### config.mk
export PLATFORM = sky130hd
export DESIGN_NAME = lru_buf_ctrl
export DESIGN_NICKNAME = d
export VERILOG_FILES = /design/src/rtl/lru_buf_ctrl.sv
export SDC_FILE = /design/constraint.sdc
export NUM_CORES = 1
export LEC_CHECK = 0
export CAP_MARGIN = 20
export CORE_MARGIN = 1.5
export CORE_UTILIZATION = 51
export CTS_CLUSTER_DIAMETER = 150
export CTS_CLUSTER_SIZE = 40
export DETAILED_ROUTE_END_ITERATION = 10
export GPL_TIMING_DRIVEN = 0
export PLACE_DENSITY = 0.81
export SYNTH_ARGS = -nofsm -noshare
export SYNTH_HDL_FRONTEND = slang
export SYNTH_SLANG_ARGS = --single-unit
export TNS_END_PERCENT = 30
### constraint.sdc
create_clock -name clk -period 1.4 [get_ports clk]
set_input_delay 0.21 -clock clk [delete_from_list [all_inputs] [get_ports clk]]
set_output_delay 0.21 -clock clk [all_outputs]
set_load 0.005 [all_outputs]
### src/rtl/lru_buf_ctrl.sv
// Four-entry buffer directory with LRU replacement and external fill sequencing.
// Optional feature macro: LRU_INV_EN adds a tag-invalidate port (inv_valid/inv_tag).
// order packs four 2-bit slots {o3,o2,o1,o0}; o0 is least recently used, o3 most recent.
module lru_buf_ctrl #(
    parameter int unsigned TAG_W = 8
) (
    input  logic             clk,
    input  logic             rst_n,
    input  logic             req_valid,
    input  logic [TAG_W-1:0] req_tag,
    output logic             req_ready,
    output logic             rsp_valid,
    output logic             rsp_hit,
    output logic [1:0]       rsp_buf,
    output logic             fill_req,
    output logic [1:0]       fill_buf,
    output logic [TAG_W-1:0] fill_tag,
    input  logic             fill_done,
`ifdef LRU_INV_EN
    input  logic             inv_valid,
    input  logic [TAG_W-1:0] inv_tag,
`endif
    output logic             busy
);

    localparam logic [1:0] ST_IDLE   = 2'd0;
    localparam logic [1:0] ST_LOOKUP = 2'd1;
    localparam logic [1:0] ST_FILL   = 2'd2;
    localparam logic [1:0] ST_RESP   = 2'd3;

    logic [1:0]       r_state;
    logic [TAG_W-1:0] r_tag;      // captured request tag, also drives fill_tag
    logic [3:0]       r_valid;
    logic [TAG_W-1:0] r_tags [4];
    logic [7:0]       r_order;
    logic [1:0]       r_buf;      // hit buffer or fill victim
    logic             r_hit;

    logic             w_hit;
    logic [1:0]       w_hit_idx;
    logic [1:0]       w_victim;
    logic [1:0]       w_touch_pos;
    logic [7:0]       w_touch_order;

    // Tag lookup of the captured request against all valid entries.
    always_comb begin
        w_hit     = 1'b0;
        w_hit_idx = 2'd0;
        for (int i = 0; i < 4; i++) begin
            if (r_valid[i] && (r_tags[i] == r_tag)) begin
                w_hit     = 1'b1;
                w_hit_idx = 2'(i);
            end
        end
    end

    // Victim: lowest-index invalid buffer, otherwise the LRU slot o0.
    always_comb begin
        w_victim = r_order[1:0];
        for (int i = 3; i >= 0; i--) begin
            if (!r_valid[i]) begin
                w_victim = 2'(i);
            end
        end
    end

    // LRU touch of r_buf: entries above its slot slide down one, r_buf lands in o3.
    always_comb begin
        w_touch_pos = 2'd0;
        for (int i = 0; i < 4; i++) begin
            if (r_order[2*i +: 2] == r_buf) begin
                w_touch_pos = 2'(i);
            end
        end
        w_touch_order = r_order;
        for (int i = 0; i < 3; i++) begin
            if (2'(i) >= w_touch_pos) begin
                w_touch_order[2*i +: 2] = r_order[2*(i+1) +: 2];
            end
        end
        w_touch_order[7:6] = r_buf;
    end

`ifdef LRU_INV_EN
    logic       w_inv_hit;
    logic [1:0] w_inv_idx;
    logic [1:0] w_inv_pos;
    logic [7:0] w_inv_order;

    // Invalidate lookup; a matching buffer is demoted to o0 so it is reused first.
    always_comb begin
        w_inv_hit = 1'b0;
        w_inv_idx = 2'd0;
        for (int i = 0; i < 4; i++) begin
            if (r_valid[i] && (r_tags[i] == inv_tag)) begin
                w_inv_hit = 1'b1;
                w_inv_idx = 2'(i);
            end
        end
        w_inv_pos = 2'd0;
        for (int i = 0; i < 4; i++) begin
            if (r_order[2*i +: 2] == w_inv_idx) begin
                w_inv_pos = 2'(i);
            end
        end
        w_inv_order = r_order;
        for (int i = 1; i < 4; i++) begin
            if (2'(i) <= w_inv_pos) begin
                w_inv_order[2*i +: 2] = r_order[2*(i-1) +: 2];
            end
        end
        w_inv_order[1:0] = w_inv_idx;
    end

    assign req_ready = (r_state == ST_IDLE) && !inv_valid;
`else
    assign req_ready = (r_state == ST_IDLE);
`endif

    assign rsp_valid = (r_state == ST_RESP);
    assign rsp_hit   = r_hit;
    assign rsp_buf   = r_buf;
    assign fill_req  = (r_state == ST_FILL);
    assign fill_buf  = r_buf;
    assign fill_tag  = r_tag;
    assign busy      = (r_state != ST_IDLE);

    // Controller FSM, directory and LRU order update.
    always_ff @(posedge clk or negedge rst_n) begin
        if (!rst_n) begin
            r_state <= ST_IDLE;
            r_tag   <= '0;
            r_valid <= 4'b0000;
            r_order <= 8'b11_10_01_00;
            r_buf   <= 2'd0;
            r_hit   <= 1'b0;
            for (int i = 0; i < 4; i++) begin
                r_tags[i] <= '0;
            end
        end else begin
            case (r_state)
                ST_IDLE: begin
`ifdef LRU_INV_EN
                    if (inv_valid) begin
                        if (w_inv_hit) begin
                            r_valid[w_inv_idx] <= 1'b0;
                            r_order            <= w_inv_order;
                        end
                    end else if (req_valid) begin
                        r_tag   <= req_tag;
                        r_state <= ST_LOOKUP;
                    end
`else
                    if (req_valid) begin
                        r_tag   <= req_tag;
                        r_state <= ST_LOOKUP;
                    end
`endif
                end
                ST_LOOKUP: begin
                    if (w_hit) begin
                        r_buf   <= w_hit_idx;
                        r_hit   <= 1'b1;
                        r_state <= ST_RESP;
                    end else begin
                        r_buf   <= w_victim;
                        r_hit   <= 1'b0;
                        r_state <= ST_FILL;
                    end
                end
                ST_FILL: begin
                    if (fill_done) begin
                        r_tags[r_buf]  <= r_tag;
                        r_valid[r_buf] <= 1'b1;
                        r_state        <= ST_RESP;
                    end
                end
                default: begin
                    r_order <= w_touch_order;
                    r_state <= ST_IDLE;
                end
            endcase
        end
    end

endmodule

== After elaboration in Yosys (flattened, before gate mapping) ==
Cells that the tools add are included.
W data, S select, Z words.

* Magnitude comparators: 7
* Eq/ne operators: 12
* Muxes and demuxes: 25
* Bitwise logic cells: 3
* Reduce and logical (&&, ||, !) cells: 15

{| class="wikitable"
|+ Operators by type and width
! operator !! number
|-
| $bwmux W32 || 1
|-
| $eq A8 B8 Y1 || 4
|-
| $mux W2 || 11
|-
| $demux W8 S2 || 1
|-
| $reduce_and A2 Y1 || 6
|-
| $mux W1 || 9
|-
| $mux W8 || 1
|-
| $eq A2 B2 Y1 || 3
|-
| $logic_and A1 B1 Y1 || 6
|-
| $pmux W2 S3 || 1
|-
| $eq A2 B2 Y1 const B || 2
|-
| $ge A1 B2 Y1 const A || 2
|-
| $or A4 B4 Y4 || 1
|-
| $ge A3 B3 Y1 const B || 1
|-
| $lt A2 B3 Y1 const B || 1
|-
| $lt A3 B1 Y1 const B || 1
|-
| $not A2 Y3 || 1
|-
| $reduce_or A3 Y1 || 1
|-
| $demux W1 S2 || 1
|-
| $eq A2 B1 Y1 const B || 1
|-
| $ge A2 B1 Y1 const B || 1
|-
| $ge A2 B2 Y1 const A || 1
|-
| $logic_not A2 Y1 || 1
|-
| $ne A2 B1 Y1 const B || 1
|-
| 3 further kinds || 3
|}

* Register bits after elaboration: 57
* Input port bits: 12
* Output and inout bits: 17
* Logic and storage cells: 75

== Depth between registers and ports, before layout ==
* Depth after elaboration: 8
* Mapped depth: 7
* Mapped depth without buffers: 7

== Least setup slack after synthesis ==
Ideal clock, no wire load.

* Kind: register to register
* Start: reg r_state[0]
* End: reg r_tags[24] in the netlist's numbering
* Setup time: 0.125 ns
* Arrival: 1.486 ns
* Data required time: 1.275 ns
* Slack: -0.210 ns
* Cell stages (with the launch flop): 6
* Buffers on the path: 0
* Clock period less this slack: 1.610 ns
* Cells stage by stage: dfrtp_1 -> inv_1 -> ha_1 -> nand2_1 -> nor3_4 -> mux2_2

* Word-level cells in the longest chain between the ends: 2

{| class="wikitable"
|+ Ends and longest elaborated chain
! element !! line !! text
|-
| start: declaration || 31 || <nowiki>logic [1:0] r_state;</nowiki>
|-
| start signal: assignment || 131 || <nowiki>r_state <= ST_IDLE;</nowiki>
|-
| start signal: assignment || 156 || <nowiki>r_state <= ST_LOOKUP;</nowiki>
|-
| start signal: assignment || 164 || <nowiki>r_state <= ST_RESP;</nowiki>
|-
| $eq A2 B2 Y1 || -- ||
|-
| via fill_req || 15 || <nowiki>output logic fill_req,</nowiki>
|-
| $reduce_and A2 Y1 (no line) || -- ||
|-
| end signal: indexed assignment || 173 || <nowiki>r_tags[r_buf] <= r_tag;</nowiki>
|-
| end: declaration || 34 || <nowiki>logic [TAG_W-1:0] r_tags [4];</nowiki>
|}

The timed path passes the listed nets, and every way through them passes these cells.
A chain may end at the register's enable or synchronous reset.

== Final worst setup path ==
* Start: reg r_state[1]
* End: reg r_tags[30] in the netlist's numbering

* Word-level cells in the longest chain between the ends: 2

{| class="wikitable"
|+ Ends and longest elaborated chain
! element !! line !! text
|-
| $eq A2 B2 Y1 || 141 || <nowiki>case (r_state)</nowiki>
|-
| $reduce_and A2 Y1 (no line) || -- ||
|}

Every way passes these cells.

==> flow_summary_export.csv <==
group,metric,value,unit
floorplanning,die_x,78.45,um
cells_and_area,layout_commonest_cell,"dfrtp_1",
global_route,track_usage,0.2072,
yosys,synth_area_leaders,"dfrtp_1, mux2_2, xnor2_1",
worst_setup_path,r2r_slack,-250,ps
pwr,p_total,10.56,mW
floorplanning,initial_core_util,0.5272,
worst_setup_path,worstRegToRegCells,6,
floorplanning,ios,29,
timing,clock_skew,6.960,ps
global_route,grt_pass1_vias,1996,
global_route,grt_antenna_before_repair,0,
clocking,cts-root-buf,"clkbuf_8",
pwr,power_leakage,1.788,nW
worst_setup_path,end_kind,"flip-flop",
timing,drv_slew,0,
global_route,grt_pass1_wl,9.508,mm
yosys,syn_nets,242,
timing,relSlewSlack,0.6422,
placement,place_inst,327,
detailed_routing,vias_per_cell,5.344,
pwr,pwr_density_cell,2619,mW/mm^2
clocking,clkLatencyLatePin,340,ps
timing,timing.fmax,0.6056,GHz
cells_and_area,diodes,0,
clocking,cts_tree,"built",
timing,tns,-5062,ps
yosys,yosysTopAreaCell,"dfrtp_1",
yosys,ys_async_sr_fraction,1.000,
pwr,vdd_drop_max,0.001314,V
timing,rsz0062_at_grt,"yes",
outcome,outcome,"finished, violations left",
detailed_routing,antenna_left,0,
worst_setup_path,crit_type,"flip-flop to flip-flop",
placement,gp_congestion,0.8510,
yosys,synth_top_area_share,0.4569,
worst_hold_path,hold_class,"input port to asynchronous set/reset pin",
timing,setup_slack,-251.3,ps
worst_setup_path,crit_start,"r_state[1]",
yosys,synth-seq-cells,57,
worst_setup_path,r2r_end,"r_tags[30]",
yosys,synthFlopType,"dfrtp_1",
worst_setup_path,crit_required,1620,ps
detailed_routing,firstDrtPassIters,4,
detailed_routing,wl_per_cell,16.80,um
timing,fin_crit,1651,ps
yosys,syn_inst,226,
worst_setup_path,crit_arrival,1870,ps
floorplanning,core_area,0.005507,mm^2
cells_and_area,final_cells,369,
yosys,synth.distinct_cells,37,
timing,period_share,1.180,
worst_setup_path,worstPathMaxFanout,6,
yosys,netlist_area,0.002903,mm^2
worst_setup_path,startpoint_type,"flip-flop",
timing,hold_violations,0,
detailed_routing,wl,6.198,mm
cells_and_area,nNetsFinal,308,
placement,io_buffers,28,
worst_setup_path,r2r_start,"r_state[1]",
clocking,clkSinkCount,57,
cells_and_area,layout_common_cells,"dfrtp_1, xnor2_1, mux2_2",
cells_and_area,fill_cells,372,
clocking,cts_buffers,9,
clocking,htree_levels,3,
detailed_routing,drc,0,
timing,tightest_slew,536.7,ps
placement,dpl.hpwl,3.571,mm
floorplanning,die_h,78.45,um
job,max_cap_violations,0,
global_route,grt_max_degree,37,
cells_and_area,areaGrowthSynthToFinish,38.84,%
outcome,failed_checks,"setup timing",
yosys,synth_seq_area_share,0.4931,
yosys,syn_avg_cell_area,12.84,um^2
cells_and_area,drive_gt1_frac,0.4680,
detailed_routing,vias,1972,
floorplanning,die_area,0.006154,mm^2
detailed_routing,drt_iter0_markers,74,
clocking,clk_pin_slew_worst_paths,70,ps
clocking,clockBufferDepth,2,
timing,setup_viol,52,
global_route,grt.overflow.total,0,
yosys,yosysWarnings,0,
yosys,synth-edff-count,0,
worst_setup_path,crit_end,"r_tags[30]",
floorplanning,row_count,27,
cell usage after synthesis (all sizes together), types with 5 or more instances:
cell   count
buf       12
dfrtp     53
inv        8
mux2      46
nand2      9
nand4      6
nor3       5
o21ai      6
xnor2     31
xor2       7
layer usage:
| layer | track usage | up-vias | wire length [um] |
|---|---|---|---|
| li1 | - | 917 | - |
| met1 | 0.2517 | 999 | 2658 |
| met2 | 0.3539 | 41 | 3158 |
| met3 | 0.04651 | 15 | 204 |
| met4 | 0.08929 | 0 | 177 |
| met5 | 0 | - | 0 |
stage by stage:
step           area (um^2)  utilization  setup WS [ps]  hold WS [ps]
3_3_place_gp          3299       0.5992          -1671         475.6
2_1_floorplan         2929            -         -114.6        -85.59
3_5_place_dp          3314       0.6019         -591.5         216.5
6_report              4030       0.7319         -251.3         390.5
4_1_cts               3771       0.6848         -186.2         396.5
5_1_grt               4030       0.7319         -286.6         424.7
timing repair:
| action | in CTS | in global routing |
|---|---|---|
| cloned | 0 | 2 |
| endpoints found under the setup margin | 69 | 55 |
| setup buffers | 13 | 10 |
| hold endpoints to repair | 17 | 0 |
| pin swaps | 15 | 12 |
| resized for setup | 49 | 40 |
| hold buffers | 1 | 0 |
flip-flops by register name (all words and copies together), names as in the netlist:
signal,cells
fill_tag,8
r_state,2
r_valid,4
fill_buf,2
rsp_hit,1
r_tags,32
r_order,8
logic make-up after synthesis:
| logic type | share of synthesized area |
|---|---|
| DFF | 0.4931 |
| muxes | 0.1819 |
| and+or+nand+nor | 0.08017 |
| xor gates and xnor gates | 0.1198 |
| AOI/OAI and AO/OA | 0.05345 |
| buffers and inverters | 0.05431 |
| adders and majority gates | 0.01724 |
critical path, cell delays in order (launching register included):
cell	delay [ps]
dfrtp_1	420
buf_6	120
ha_4	160
nand2_4	80
nor3_4	250
clkbuf_16	210
mux2_4	290
where the power goes:
part | switching (mW) | internal (mW) | total [mW] | leakage [nW]
Sequential | 0.655 | 2.49 | 3.15 | 0.677
Clock | 0.652 | 1.36 | 2.01 | 0.130
Combinational | 2.30 | 3.10 | 5.40 | 0.980
Total | 3.61 | 6.95 | 10.6 | 1.79
how the worst min path moves through the flow:
stage / startpoint / to / slack, ps / cells past startpoint
final: rst_n / r_order[3] / 390 / 2
after global routing: rst_n / r_tags[24] / 420 / 2
after CTS: rst_n / r_tags[25] / 400 / 2
after detailed placement: rst_n / r_order[1] / 220 / 1
after global placement: r_valid[2] / r_valid[2] / 480 / 2
after floorplan: rst_n / fill_buf[0] / -90 / 0
layout make-up:
class	count	area (um^2)	area share
Sequential cell	57	1431	0.3552
Clock buffer	10	127.6	0.03167
Buffer	12	127.6	0.03167
Clock inverter	6	130.1	0.03229
Inverter	8	30.03	0.007451
Multi-Input combinational cell	150	1580	0.3921
Tap cell	72	90.09	0.02235
Timing Repair Buffer	54	513.0	0.1273
Note: power is estimated with default switching activity, not from simulation.
==> RTL edit (same settings) <==
Set the parameter `TAG_W` to 9 (it was 8).
--- a/src/rtl/lru_buf_ctrl.sv
+++ b/src/rtl/lru_buf_ctrl.sv
@@ -3,5 +3,5 @@
 // order packs four 2-bit slots {o3,o2,o1,o0}; o0 is least recently used, o3 most recent.
 module lru_buf_ctrl #(
-    parameter int unsigned TAG_W = 8
+    parameter int unsigned TAG_W = 9
 ) (
     input  logic             clk,
Ports: changed (resized fill_tag and req_tag); port bits go from 29 to 31. The function was not compared with the original's and may differ.
==> RTL edit against the original RTL <==
The flow still finishes with violations (setup timing); worst setup slack got worse by 0.032 ns; sequential power increased by 8.3%; critical path depth decreased by 1; via count increased by 12%; design area up 5.7%; routed wire length increased by 17%; fmax decreased by 1.9%; total power grew 2.6%; sequential cell count is 5 higher; synthesized area increased by 5.9%; largest cell class unchanged; largest power group unchanged.
==> RTL edit: results (changes against the original RTL) <==
| Metric | Value |
|---|---|
| RD Place Congestion | 0.8892 (was 0.8510) |
| Fillers | 383 (was 372) |
| Yosys cell types | 36 (was 37) |
| Leakage | 1.935 nW (was 1.788 nW) |
| DP Wirelength | 3831 µm (was 3571 µm) |
| Max FO, Critical Path | 8 (was 6) |
| Largest net degree at the start of global routing | 40 (was 37) |
| Fin Clk Skew | 0.007703 ns (was 0.006960 ns) |
| Setup ws final | -0.2835 ns (was -0.2513 ns) |
| Cell types with the highest counts after synthesis | dfrtp_1 (58), mux2_2 (51), xnor2_1 (33) (was dfrtp_1 (53), mux2_2 (46), xnor2_1 (30)) |
| Layout cell share with drive strength beyond 1 | 46.88% (was 46.80%) |
| Mean Syn Cell Area | 12.35 µm² (was 12.84 µm²) |
| TritonRoute pass-1 iters | 6 (was 4) |
| Least-Margin Pin Slew | 0.5525 ns (was 0.5367 ns) |
| Seq/Total Area, Yosys | 50.63% (was 49.31%) |
| Finished Layout Cells | 395 (was 369) |
| Critical Path AT | 1.91 ns (was 1.87 ns) |
| Status | finished, violations left (unchanged) |
| Vias per cell | 5.595 (was 5.344) |
| DP Worst Slack | -0.6784 ns (was -0.5915 ns) |
| Routed WL | 7278 µm (was 6198 µm) |
| Largest register FFs | 36 (was 32) |
| # setup viols final | 51 (was 52) |
| Ranking of synthesized cells by area | dfrtp_1 (47%), mux2_2 (19%), xnor2_1 (9.4%) (was dfrtp_1 (46%), mux2_2 (18%), xnor2_1 (9.1%)) |
| Asr flop ratio synth | 100.0% (unchanged) |
| Vias in the first global route | 2155 (was 1996) |
| Num CTS Buffers | 9 (unchanged) |
| IO Port Bufs | 30 (was 28) |
| Clk Latency, worst-skew pair | about 0.35 ns |
| # nets final | 332 (was 308) |
| Initial antenna violation count | 0 (unchanged) |
| Detailed Route Iter0 Violations | 131 (was 74) |
| Total track usage | 23.22% (was 20.72%) |
| Failing checks | setup timing (unchanged) |
| Global-route wire length before repair | 10870 µm (was 9508 µm) |
| Switching share of power | 36.70% (was 34.21%) |
| Dpl cells | 355 (was 327) |
| Maximum VDD drop | 1.392 mV (was 1.314 mV) |
| Syn_nets | 266 (was 242) |
## RTL edit: changes by cell type after synthesis, sizes merged, moves of 3 or more
| cell | unedited run | this run |
|---|---|---|
| nand3 | 3 | 0 |
| dfrtp | 53 | 58 |
| nand4 | 6 | 9 |
| nand2 | 9 | 12 |
| mux2 | 46 | 51 |
## RTL edit: cell families after synthesis
group / synth area share [%]
compound gates: 4.233
mux: 19.66
fa+ha+maj: 1.628
simple gates: 7.570
xor+xnor: 12.21
flops: 50.63
buf+inv: 4.069
## RTL edit: critical path, cell delays in order (launching register included)
cell and delay (ns):
dfrtp_1 0.39, buf_6 0.15, xor2_2 0.20, or4b_4 0.57, o31ai_4 0.18, o21ai_1 0.08
## RTL edit: timing repair
item	CTS	global route
hold endpoints to repair	19	0
endpoints found under the setup margin	76	55
setup buffers	15	6
resized for setup	81	45
gates cloned	2	0
hold buffers	1	0
pin swaps	11	18
## RTL edit: worst paths after layout
path	startpoint	endpoint	slack, ns	depth (start not counted)
worst max-delay path	fill_tag[5]	fill_buf[0]	-0.28	5
worst min-delay path	rst_n	fill_tag[6]	0.39	2
worst max register to register	fill_tag[5]	fill_buf[0]	-0.28	5
worst min register to register	r_valid[3]	r_valid[3]	0.52	2
max in group asynchronous	rst_n	r_tags[18]	0.41	3
min in group clk	req_tag[1]	fill_tag[1]	0.47	2
## RTL edit: cell type report
class	instances	share of cell area, %
Tap cell	75	2.203
Buffer	15	3.408
Sequential cell	62	36.55
Multi-Input combinational cell	164	40.81
Clock buffer	12	3.643
Clock inverter	4	1.058
Inverter	9	0.7932
Timing Repair Buffer	54	11.55
## RTL edit: per-layer routing
metal  wire length (µm)  up-vias  GRT usage, %
met2               3622       72         36.55
met3                306       29         4.773
met5                  0        -             0
met4                367        0         14.66
met1               2981     1113         29.02
li1                   -      996             -
## RTL edit: stage by stage
stage	util [%]	setup TNS, ns	instance area (µm²)	total power [W]
2_1_floorplan	-	-7.190	3113	0.006393
3_3_place_gp	59.59	-134.18	3507	0.007454
3_5_place_dp	59.84	-26.49	3522	0.007645
4_1_cts	68.49	-9.058	4031	0.009892
5_1_grt	72.36	-12.83	4259	0.01145
6_report	72.36	-10.86	4259	0.01083
## RTL edit: power groups by stage
| stage | sequential, W | clock [W] | combinational [W] |
|---|---|---|---|
| finish | 0.00341 | 0.00159 | 0.00583 |
| global placement | 0.00325 | 0 | 0.00421 |
| CTS | 0.00329 | 0.00161 | 0.00499 |
| global route | 0.00349 | 0.00170 | 0.00625 |
| floorplan | 0.00320 | 0 | 0.00319 |
| detailed placement | 0.00330 | 0 | 0.00434 |
